File: config.mk
export PLATFORM = sky130hd
export DESIGN_NAME = uart_tx_stream_flat
export DESIGN_NICKNAME = d
export VERILOG_FILES = /design/src/rtl/uart_tx_stream_pkg.sv /design/src/rtl/uart_tx_stream_if.sv /design/src/rtl/uart_tx_stream_fifo.sv /design/src/rtl/uart_tx_stream.sv /design/src/flat_wrapper.sv
export SDC_FILE = /design/constraint.sdc
export NUM_CORES = 1
export LEC_CHECK = 0
export CAP_MARGIN = 25
export CORE_UTILIZATION = 40
export DETAILED_ROUTE_END_ITERATION = 10
export PLACE_DENSITY = 0.7
export SLEW_MARGIN = 20
export SYNTH_ARGS = -nofsm -noshare
export SYNTH_HDL_FRONTEND = slang
export SYNTH_SLANG_ARGS = --single-unit
File: constraint.sdc
create_clock -name clk -period 1.97 [get_ports clk]
set_clock_uncertainty 0.2 [all_clocks]
set_input_delay 0.197 -clock clk [delete_from_list [all_inputs] [get_ports clk]]
set_output_delay 0.197 -clock clk [all_outputs]
set_load 0.005 [all_outputs]
File: src/rtl/uart_tx_stream_pkg.sv
// Shared definitions for the uart_tx_stream transmitter: FSM state encoding,
// byte width and the stop-bit / parity-select encodings.
// The PARITY state exists only when UART_TX_STREAM_PARITY_EN is defined.
package uart_pkg;

    localparam int UART_BYTE_BITS = 8;

    // Legal STOP_BITS values
    localparam int UART_STOP_1 = 1;
    localparam int UART_STOP_2 = 2;

    // Legal PARITY_ODD values
    localparam int UART_PARITY_EVEN = 0;
    localparam int UART_PARITY_ODD  = 1;

    typedef enum logic [2:0] {
        ST_IDLE,
        ST_START,
        ST_DATA,
`ifdef UART_TX_STREAM_PARITY_EN
        ST_PARITY,
`endif
        ST_STOP
    } uart_tx_state_t;

endpackage

File: src/rtl/uart_tx_stream_if.sv
// Write-side port of uart_tx_stream: word, write strobe, FIFO space and fill level.
// master = bus-side producer, slave = the transmitter.
interface uart_tx_stream_if #(
    parameter int DATA_WIDTH = 16,
    parameter int FIFO_DEPTH = 4
);
    logic [DATA_WIDTH-1:0]         data_in;
    logic                          wr_en;
    logic                          wr_ready;
    logic [$clog2(FIFO_DEPTH):0]   fifo_count;

    modport master (
        output data_in,
        output wr_en,
        input  wr_ready,
        input  fifo_count
    );

    modport slave (
        input  data_in,
        input  wr_en,
        output wr_ready,
        output fifo_count
    );
endinterface

File: src/rtl/uart_tx_stream_fifo.sv
// Synchronous word FIFO for uart_tx_stream. Count, full and empty are all
// registered. A write into an empty FIFO becomes visible on the read side one
// edge after the count updates, so the word is read a full cycle after it lands.
module uart_tx_fifo #(
    parameter int WIDTH = 16,
    parameter int DEPTH = 4
) (
    input  logic                       clk,
    input  logic                       rst,
    input  logic                       push,
    input  logic [WIDTH-1:0]           din,
    input  logic                       pop,
    output logic [WIDTH-1:0]           dout,
    output logic                       full,
    output logic                       empty,
    output logic [$clog2(DEPTH):0]     count
);
    localparam int AW = $clog2(DEPTH);
    localparam logic [AW:0]   CNT_ONE  = (AW+1)'(1);
    localparam logic [AW:0]   CNT_FULL = (AW+1)'(DEPTH);
    localparam logic [AW-1:0] PTR_ONE  = AW'(1);

    if (DEPTH < 2 || (DEPTH & (DEPTH - 1)) != 0) begin : g_bad_depth
        $error("uart_tx_fifo: DEPTH must be a power of two and at least 2");
    end

    logic [WIDTH-1:0] mem [DEPTH];
    logic [AW-1:0]    wr_ptr_q, rd_ptr_q;
    logic [AW:0]      count_q, count_nx;
    logic             full_q, avail_q;
    logic             push_ok, pop_ok;

    // Writes are dropped when full, regardless of a same-cycle pop
    always_comb begin
        push_ok  = push && !full_q;
        pop_ok   = pop && avail_q;
        count_nx = count_q;
        if (push_ok && !pop_ok)
            count_nx = count_q + CNT_ONE;
        else if (!push_ok && pop_ok)
            count_nx = count_q - CNT_ONE;
    end

    // Pointer, count and flag registers
    always_ff @(posedge clk or posedge rst) begin
        if (rst) begin
            wr_ptr_q <= '0;
            rd_ptr_q <= '0;
            count_q  <= '0;
            full_q   <= 1'b0;
            avail_q  <= 1'b0;
        end else begin
            if (push_ok)
                wr_ptr_q <= wr_ptr_q + PTR_ONE;
            if (pop_ok)
                rd_ptr_q <= rd_ptr_q + PTR_ONE;
            count_q <= count_nx;
            full_q  <= (count_nx == CNT_FULL);
            // Only goes high once a word has been held for a full cycle
            avail_q <= (count_nx != '0) && (count_q != '0);
        end
    end

    // Storage array, not reset
    always_ff @(posedge clk) begin
        if (push_ok)
            mem[wr_ptr_q] <= din;
    end

    assign dout  = mem[rd_ptr_q];
    assign full  = full_q;
    assign empty = !avail_q;
    assign count = count_q;

endmodule

File: src/rtl/uart_tx_stream.sv
// Multi-byte UART transmitter: words from a FIFO are sent as LSB-first byte
// frames (start, 8 data, optional parity, STOP_BITS stop), low byte first.
// Bit timing follows the one-cycle clken baud tick.
// Optional parity bit: define UART_TX_STREAM_PARITY_EN.
module uart_tx_stream
    import uart_pkg::*;
#(
    parameter int DATA_WIDTH = 16,
    parameter int FIFO_DEPTH = 4,
    parameter int STOP_BITS  = 1,
    parameter int PARITY_ODD = 0
) (
    input  logic            clk,
    input  logic            rst,
    uart_tx_stream_if.slave wr,
    input  logic            clken,
    output logic            tx,
    output logic            tx_busy
);
    localparam int BYTES = DATA_WIDTH / UART_BYTE_BITS;
    localparam int IDX_W = (BYTES > 1) ? $clog2(BYTES) : 1;
    localparam int CNT_W = $clog2(FIFO_DEPTH) + 1;
    localparam logic [IDX_W-1:0] LAST_BYTE = IDX_W'(BYTES - 1);
    localparam logic [IDX_W-1:0] IDX_ONE   = IDX_W'(1);
    localparam logic [2:0]       LAST_BIT  = 3'(UART_BYTE_BITS - 1);
    localparam logic             STOP_LAST = 1'(STOP_BITS - 1);

    if (DATA_WIDTH < UART_BYTE_BITS || (DATA_WIDTH % UART_BYTE_BITS) != 0) begin : g_bad_width
        $error("uart_tx_stream: DATA_WIDTH must be a non-zero multiple of 8");
    end
    if (STOP_BITS != UART_STOP_1 && STOP_BITS != UART_STOP_2) begin : g_bad_stop
        $error("uart_tx_stream: STOP_BITS must be 1 or 2");
    end
    if (PARITY_ODD != UART_PARITY_EVEN && PARITY_ODD != UART_PARITY_ODD) begin : g_bad_parity
        $error("uart_tx_stream: PARITY_ODD must be 0 or 1");
    end

    uart_tx_state_t         state_q, state_nx;
    logic [DATA_WIDTH-1:0]  shreg_q;
    logic [DATA_WIDTH-1:0]  fifo_dout;
    logic [IDX_W-1:0]       byte_idx_q;
    logic [2:0]             bit_cnt_q;
    logic                   stop_cnt_q;
    logic                   tx_q;
    logic                   pop;
    logic                   fifo_empty, fifo_full;
    logic [CNT_W-1:0]       fifo_cnt;
    logic                   last_bit, last_stop, last_byte;
`ifdef UART_TX_STREAM_PARITY_EN
    logic                   par_q;
`endif

    uart_tx_fifo #(
        .WIDTH (DATA_WIDTH),
        .DEPTH (FIFO_DEPTH)
    ) u_fifo (
        .clk   (clk),
        .rst   (rst),
        .push  (wr.wr_en),
        .din   (wr.data_in),
        .pop   (pop),
        .dout  (fifo_dout),
        .full  (fifo_full),
        .empty (fifo_empty),
        .count (fifo_cnt)
    );

    assign wr.wr_ready   = !fifo_full;
    assign wr.fifo_count = fifo_cnt;

    assign last_bit  = (bit_cnt_q == LAST_BIT);
    assign last_stop = (stop_cnt_q == STOP_LAST);
    assign last_byte = (byte_idx_q == LAST_BYTE);

    // FSM state register
    always_ff @(posedge clk or posedge rst) begin
        if (rst)
            state_q <= ST_IDLE;
        else
            state_q <= state_nx;
    end

    // Next-state logic; everything except the IDLE pop waits for a baud tick
    always_comb begin
        state_nx = state_q;
        case (state_q)
            ST_IDLE: begin
                if (!fifo_empty)
                    state_nx = ST_START;
            end
            ST_START: begin
                if (clken)
                    state_nx = ST_DATA;
            end
            ST_DATA: begin
                if (clken && last_bit) begin
`ifdef UART_TX_STREAM_PARITY_EN
                    state_nx = ST_PARITY;
`else
                    state_nx = ST_STOP;
`endif
                end
            end
`ifdef UART_TX_STREAM_PARITY_EN
            ST_PARITY: begin
                if (clken)
                    state_nx = ST_STOP;
            end
`endif
            ST_STOP: begin
                if (clken && last_stop)
                    state_nx = last_byte ? ST_IDLE : ST_START;
            end
            default: state_nx = ST_IDLE;
        endcase
    end

    // FSM outputs: FIFO pop in IDLE and the busy flag
    always_comb begin
        pop     = (state_q == ST_IDLE) && !fifo_empty;
        tx_busy = (state_q != ST_IDLE);
    end

    // Serial line, bit/byte/stop counters and parity accumulator
    always_ff @(posedge clk or posedge rst) begin
        if (rst) begin
            tx_q       <= 1'b1;
            byte_idx_q <= '0;
            bit_cnt_q  <= '0;
            stop_cnt_q <= 1'b0;
`ifdef UART_TX_STREAM_PARITY_EN
            par_q      <= 1'b0;
`endif
        end else begin
            case (state_q)
                ST_IDLE: begin
                    tx_q <= 1'b1;
                    if (pop)
                        byte_idx_q <= '0;
                end
                ST_START: begin
                    if (clken) begin
                        tx_q       <= 1'b0;
                        bit_cnt_q  <= '0;
                        stop_cnt_q <= 1'b0;
`ifdef UART_TX_STREAM_PARITY_EN
                        par_q      <= 1'(PARITY_ODD);
`endif
                    end
                end
                ST_DATA: begin
                    if (clken) begin
                        tx_q      <= shreg_q[0];
                        bit_cnt_q <= bit_cnt_q + 3'd1;
`ifdef UART_TX_STREAM_PARITY_EN
                        par_q     <= par_q ^ shreg_q[0];
`endif
                    end
                end
`ifdef UART_TX_STREAM_PARITY_EN
                ST_PARITY: begin
                    if (clken)
                        tx_q <= par_q;
                end
`endif
                ST_STOP: begin
                    if (clken) begin
                        tx_q       <= 1'b1;
                        stop_cnt_q <= ~stop_cnt_q;
                        if (last_stop && !last_byte)
                            byte_idx_q <= byte_idx_q + IDX_ONE;
                    end
                end
                default: tx_q <= 1'b1;
            endcase
        end
    end

    // Word shift register: loaded on pop, shifted right once per data bit so
    // the next byte lands in the low bits after each frame
    always_ff @(posedge clk) begin
        if (pop)
            shreg_q <= fifo_dout;
        else if (state_q == ST_DATA && clken)
            shreg_q <= shreg_q >> 1;
    end

    assign tx = tx_q;

endmodule

File: src/flat_wrapper.sv
// flat-port wrapper written by rule: the top's interface ports become plain ports
module uart_tx_stream_flat import uart_pkg::*;
#(
    parameter int DATA_WIDTH = 16,
    parameter int FIFO_DEPTH = 4,
    parameter int STOP_BITS  = 1,
    parameter int PARITY_ODD = 0
)
  (clk, rst, clken, tx, tx_busy, wr_data_in, wr_wr_en, wr_wr_ready, wr_fifo_count);
  uart_tx_stream_if #(.DATA_WIDTH(DATA_WIDTH), .FIFO_DEPTH(FIFO_DEPTH)) wr_i ();
  input  logic clk;
  input  logic rst;
  input  logic clken;
  output logic tx;
  output logic tx_busy;
  input wire logic [$bits(wr_i.data_in)-1:0] wr_data_in;
  input wire logic [$bits(wr_i.wr_en)-1:0] wr_wr_en;
  output wire logic [$bits(wr_i.wr_ready)-1:0] wr_wr_ready;
  output wire logic [$bits(wr_i.fifo_count)-1:0] wr_fifo_count;
  assign wr_i.data_in = wr_data_in;
  assign wr_i.wr_en = wr_wr_en;
  assign wr_wr_ready = wr_i.wr_ready;
  assign wr_fifo_count = wr_i.fifo_count;
  uart_tx_stream #(.DATA_WIDTH(DATA_WIDTH), .FIFO_DEPTH(FIFO_DEPTH), .STOP_BITS(STOP_BITS), .PARITY_ODD(PARITY_ODD)) u_core (.clk(clk), .rst(rst), .wr(wr_i), .clken(clken), .tx(tx), .tx_busy(tx_busy));
endmodule
# ---- Yosys cells after proc, flatten, opt, wreduce, memory -nomap -nowiden
# Memories as Yosys holds them, arrays and structs flattened.
# Cells that the tools add are included.
dict set report classes {
  addsub 6
  n_eq_ne 13
  mux 25
  n_bitwise 1
  n_reduce_logical 27
}
# operator n
set ops {}
lappend ops {{$mux 16} 2}
lappend ops {{$mux 3} 8}
lappend ops {{$pmux 3 s4} 1}
lappend ops {{$logic_and 1x1->1} 10}
lappend ops {{$mux 1} 10}
lappend ops {{$ne 2x2->1 const B} 5}
lappend ops {{$reduce_and 3->1} 3}
lappend ops {{$reduce_bool 3->1} 3}
lappend ops {{$reduce_and 4->1} 2}
lappend ops {{$reduce_bool 2->1} 4}
lappend ops {{$add 3x1->3 const B} 2}
lappend ops {{$eq 3x2->1 const B} 2}
lappend ops {{$eq 3x3->1 const B} 2}
lappend ops {{$ne 2x1->1 const B} 3}
lappend ops {{$pmux 3 s2} 1}
lappend ops {{$add 2x1->2 const B} 2}
lappend ops {{$logic_not 1->1} 4}
lappend ops {{$pmux 1 s2} 2}
lappend ops {{$eq 3x1->1 const B} 1}
lappend ops {{$logic_not 3->1} 1}
lappend ops {{$pmux 1 s3} 1}
lappend ops {{$sub 3x1->3 const B} 1}
lappend ops {{$add 1x1->1 const B} 1}
lappend ops {{$not 1->1} 1}
dict set report totals {
  ff_bits 34
  ramBits 64
  in_bits 20
  word_cells 84
  memories 1
}
# name depth width read_ports rd_clocked_by_memory_dff write_ports line
set memory_table {}
lappend memory_table {u_core.u_fifo.mem 4 16 1 0 1 uart_tx_stream_fifo.sv:27} ;# logic [WIDTH-1:0] mem [DEPTH];

# ---- Logic depth before layout (Yosys ltp)
dict set report depth {
  depth_word 8
  ltp_mapped 8
  ltp_nobuf 7
}

# ---- By module
# A second synthesis with hierarchy kept.
dict set report hier_totals {
  hier_cells 224
  hier_area_um2 4068.9
}
# mod n_inst cells_per_inst area_each_um2 seq_area_each_um2
set modules_own_cells {}
lappend modules_own_cells {uart_tx_fifo 1 142 2902.8 2147.1}
lappend modules_own_cells {uart_tx_stream 1 82 1166.1 681.9}

# ---- Worst setup path before layout
# Ideal clock, no wire load.
dict set report synth_path {
  path_type {flip-flop to flip-flop}
  start {reg u_core.state_q[0]}
  end {reg u_core.shreg_q[7] (data pin)}
  arrival_time_ns 1.557
  slack_ns -0.047
  stages_incl_launch_ff 7
  path_buffers 2
  path_cell_list {dfrtp_1 > inv_1 > ha_1 > and2_1 > buf_6 > buf_2 > mux2_2}
}
dict set report synth_via {
  elab_chain_cells 3
}
# element line
set synth_rtl {}
lappend synth_rtl {{start: declaration} uart_tx_stream.sv:38} ;# uart_tx_state_t state_q, state_nx;
lappend synth_rtl {{start signal: assignment} uart_tx_stream.sv:80} ;# state_q <= state_nx;
lappend synth_rtl {{$logic_not 3->1} uart_tx_stream.sv:120} ;# pop = (state_q == ST_IDLE) && !fifo_empty;
lappend synth_rtl {{$logic_and 1x1->1} uart_tx_stream.sv:120}
lappend synth_rtl {{$mux 16} uart_tx_stream.sv:182} ;# if (pop)
lappend synth_rtl {{end signal: assignment} uart_tx_stream.sv:183} ;# shreg_q <= fifo_dout;
lappend synth_rtl {{end signal: assignment} uart_tx_stream.sv:185} ;# shreg_q <= shreg_q >> 1;
lappend synth_rtl {{end: declaration} uart_tx_stream.sv:39} ;# logic [DATA_WIDTH-1:0] shreg_q;
# No other way between the ends.
# A chain may end at the register's enable or synchronous reset.

# ---- Worst setup path in the final report
dict set report layout_path {
  start {reg u_core.u_fifo.rd_ptr_q[0]}
  end {reg u_core.shreg_q[3] (data pin)}
}
dict set report layout_via {
  elab_chain_cells 2
}
# element line
set layout_rtl {}
lappend layout_rtl {{start: declaration} uart_tx_stream_fifo.sv:28} ;# logic [AW-1:0] wr_ptr_q, rd_ptr_q;
lappend layout_rtl {{start signal: assignment} uart_tx_stream_fifo.sv:56} ;# rd_ptr_q <= rd_ptr_q + PTR_ONE;
lappend layout_rtl {{$mem_v2 4x16} --}
lappend layout_rtl {{$mux 16} uart_tx_stream.sv:182}
# No other way between the ends.

==> out/results.ini <==
[clocking]
ctsLongestPathBuffers = 2
numCtsBuffers = 9
cts_sinks = 97
cts_root_buf = clkbuf_8
ctsHtreeMaxLevel = 3
clock_latency_ns = 0.36
clk_pin_slew_worst_paths_ns = 0.10
cts_tree = built

[worst_setup_path]
required_ns = 1.88
start_kind = flip-flop
critPathSlowestCell = mux4_1
crit_family = multiplexers
crit_type = reg2reg
crit_fanout = 18
crit_arrival_ns = 1.80
endpoint_kind = flip-flop
crit_chain = buf_12, mux4_1, mux2_2
cpPeakStageDelay_ns = 0.60
crit_buf_inv = 1

[power_and_ir_drop]
pwr-share-clk_pct = 16.3
power.density_mw_per_mm2 = 1430
comb_power_share_pct = 38.3
swShare_pct = 30.0
p_seq_share_pct = 45.3
p_leak_nw = 1.80
netSwitchingPower_mw = 2.11
internal_power_mw = 4.93
ir_drop_mv = 0.522

[yosys]
synthTopCellsByCount = edfxtp_1 (80), dfrtp_1 (16), nand2_1 (16), ha_1 (13), inv_1 (11)
synth.most_common_cell = edfxtp_1
yosys.area.top_type_share_pct = 58.5
synth-edff-count = 80
synth-seq-cells = 97
ys_seq_area_share_pct = 68.9
syn_nets = 256
syn_area_sq_mm = 0.00411
synth_warnings = 0
synthFlopType = edfxtp_1
synthCells = 223
async_flop_share_pct = 17.5
ys_top_cells_by_area = edfxtp_1 (58%), dfrtp_1 (9.7%), mux4_1 (5.8%), ha_1 (4.0%), mux4_2 (3.8%)
syn_area_per_cell_sq_um = 18.4
yosys.cell_types.count = 37
yosys.area.top_type = edfxtp_1

[floorplanning]
io_pins = 26
die_h_um = 103
start_util_pct = 41.6
num_rows = 36
dieArea_sq_mm = 0.0107
fp.coreArea_sq_mm = 0.00986
die_x_um = 103

[global_routing]
overflow = 0
antenna_found_initial = 0
grt_pass1_wl_mm = 10.3
grt_usage_pct = 13.5
grt_max_degree = 19
grt_pass1_vias = 2047

[timing]
final_max_slew_viol_count = 0
fmax_ghz = 0.528
tns_ns = 0
period_needed_ns = 1.89
final-setup-viol-count = 0
slew_headroom_pct = 78.6
hold_viol = 0
min_period_over_period_pct = 96.1
tightest_slew_ns = 0.317

[routing]
wl_per_cell_um = 15.7
num_vias = 2019
drt_iter0_drc = 84
ant_nets = 0
drc = 0
drt_pass1_iterations = 4
via_per_inst = 4.95
wl_mm = 6.41

[status]
outcome = completed

[finish]
final_cell_area_sq_mm = 0.00490
layout-drive-gt1-share_pct = 24.4
syn2layout_area_growth_pct = 19.4
num-nets-final = 303
num_antenna_cells = 0

[run]
cap_violations = 0

[placed_design]
gp_congestion = 0.735
dp_hpwl_mm = 4.05
placed_cell_area_sq_mm = 0.00467
numPortBuffers = 25

[min_path]
min_path_type = in2reg

-- power by group through the flow --
stage	registers [mW]	clock network, mW	logic [mW]
2_1_floorplan	3.17	0	1.81
3_3_place_gp	3.22	0	2.57
6_report	3.19	1.15	2.70
3_5_place_dp	3.24	0	2.64
5_1_grt	3.25	1.27	2.95
4_1_cts	3.19	1.19	2.67
-- cells in the final DEF (no fill, tap or decap), types with 2 or more instances in the layout --
cell / instances
edfxtp_1: 80
o211ai_1: 2
mux2i_1: 2
clkinv_4: 2
dfrtp_1: 16
mux4_2: 7
mux2_4: 7
mux4_1: 9
clkbuf_8: 9
buf_12: 8
inv_8: 2
nand3_1: 3
mux2_2: 10
a32o_1: 2
nand2_1: 15
buf_4: 11
xnor2_1: 4
o21ai_0: 7
nand2b_1: 3
inv_1: 10
clkdlybuf4s50_1: 24
ha_1: 12
and2_1: 6
-- routing by layer --
| metal | part of all wire [%] | global-route usage (%) | vias up |
|---|---|---|---|
| met1 | 44 | 16.8 | 1026 |
| li1 | - | - | 954 |
| met4 | 1.4 | 4.23 | 0 |
| met3 | 2.7 | 4.23 | 7 |
| met5 | 0 | 0 | - |
| met2 | 52 | 22.7 | 32 |
-- state kept, by name, summed over array words and instances, names as in the netlist --
register / cells
u_core.u_fifo.avail_q: 1
u_core.byte_idx_q: 1
u_core.shreg_q: 16
u_core.stop_cnt_q: 1
u_core.tx: 1
u_core.u_fifo.count: 3
u_core.u_fifo.wr_ptr_q: 2
u_core.bit_cnt_q: 3
u_core.u_fifo.rd_ptr_q: 2
u_core.state_q: 2
u_core.u_fifo.full: 1
u_core.u_fifo.mem: 64
-- stage by stage --
| step | utilization, % | power, mW | hold WS, ns | setup slack, ns | instances |
|---|---|---|---|---|---|
| 2_1_floorplan | - | 4.98 | -0.0777 | 0.0248 | 223 |
| 5_1_grt | 49.7 | 7.47 | 0.270 | -0.000611 | 408 |
| 6_report | 49.7 | 7.04 | 0.268 | 0.0765 | 408 |
| 4_1_cts | 49.4 | 7.05 | 0.263 | 0.0313 | 406 |
| 3_5_place_dp | 47.4 | 5.87 | 0.282 | 0.0441 | 388 |
| 3_3_place_gp | 47.4 | 5.79 | 0.276 | 0.0700 | 388 |
-- worst paths after layout --
kind	slack, ns	cells past startpoint	end	start
min reg2reg	0.30	1	u_core.bit_cnt_q[2]	u_core.bit_cnt_q[2]
min	0.27	1	u_core.u_fifo.mem[0][15]	wr_data_in[15]
max in group asynchronous	0.81	4	u_core.tx	rst
max	0.08	3	u_core.shreg_q[3]	u_core.u_fifo.rd_ptr_q[0]
min in group asynchronous	0.50	4	u_core.u_fifo.avail_q	rst
max reg2reg	0.08	3	u_core.shreg_q[3]	u_core.u_fifo.rd_ptr_q[0]
-- worst reg2reg max path, stage by stage (launching register included) --
cell,delay [ns]
dfrtp_1,0.38
buf_12,0.19
mux4_1,0.60
mux2_2,0.28
-- kinds of logic (layout without fill, tap and decap cells) --
kind of cell / Yosys count / count (layout) / share of synthesized area, %
mux: 35 / 35 / 15.4
simple gates: 36 / 36 / 4.63
compound gates: 17 / 17 / 3.14
flops: 97 / 97 / 68.9
buf+inv: 20 / 72 / 2.77
fa+ha+maj: 13 / 13 / 3.96
xor+xnor: 5 / 5 / 1.25
-- area by class of cell --
cell class              instances  area (sq um)
clock inverters                 6          51.3
well taps                     133           166
repair buffers                 45           502
flip-flops and latches         97          2830
multi-input cells             106          1190
inverters                      11          41.3
clock buffers                  10           128
fillers                       816          4960
-- what timing repair did --
action / in CTS / in global routing
pin swaps: 0 / 2
buffers inserted: 1 / 2
hold buffers: 1 / 0
endpoints found under the setup margin: 1 / 13
resized for setup: 2 / 5
endpoints found under the hold margin: 16 / 0
Power figures use the tool's default switching activity.
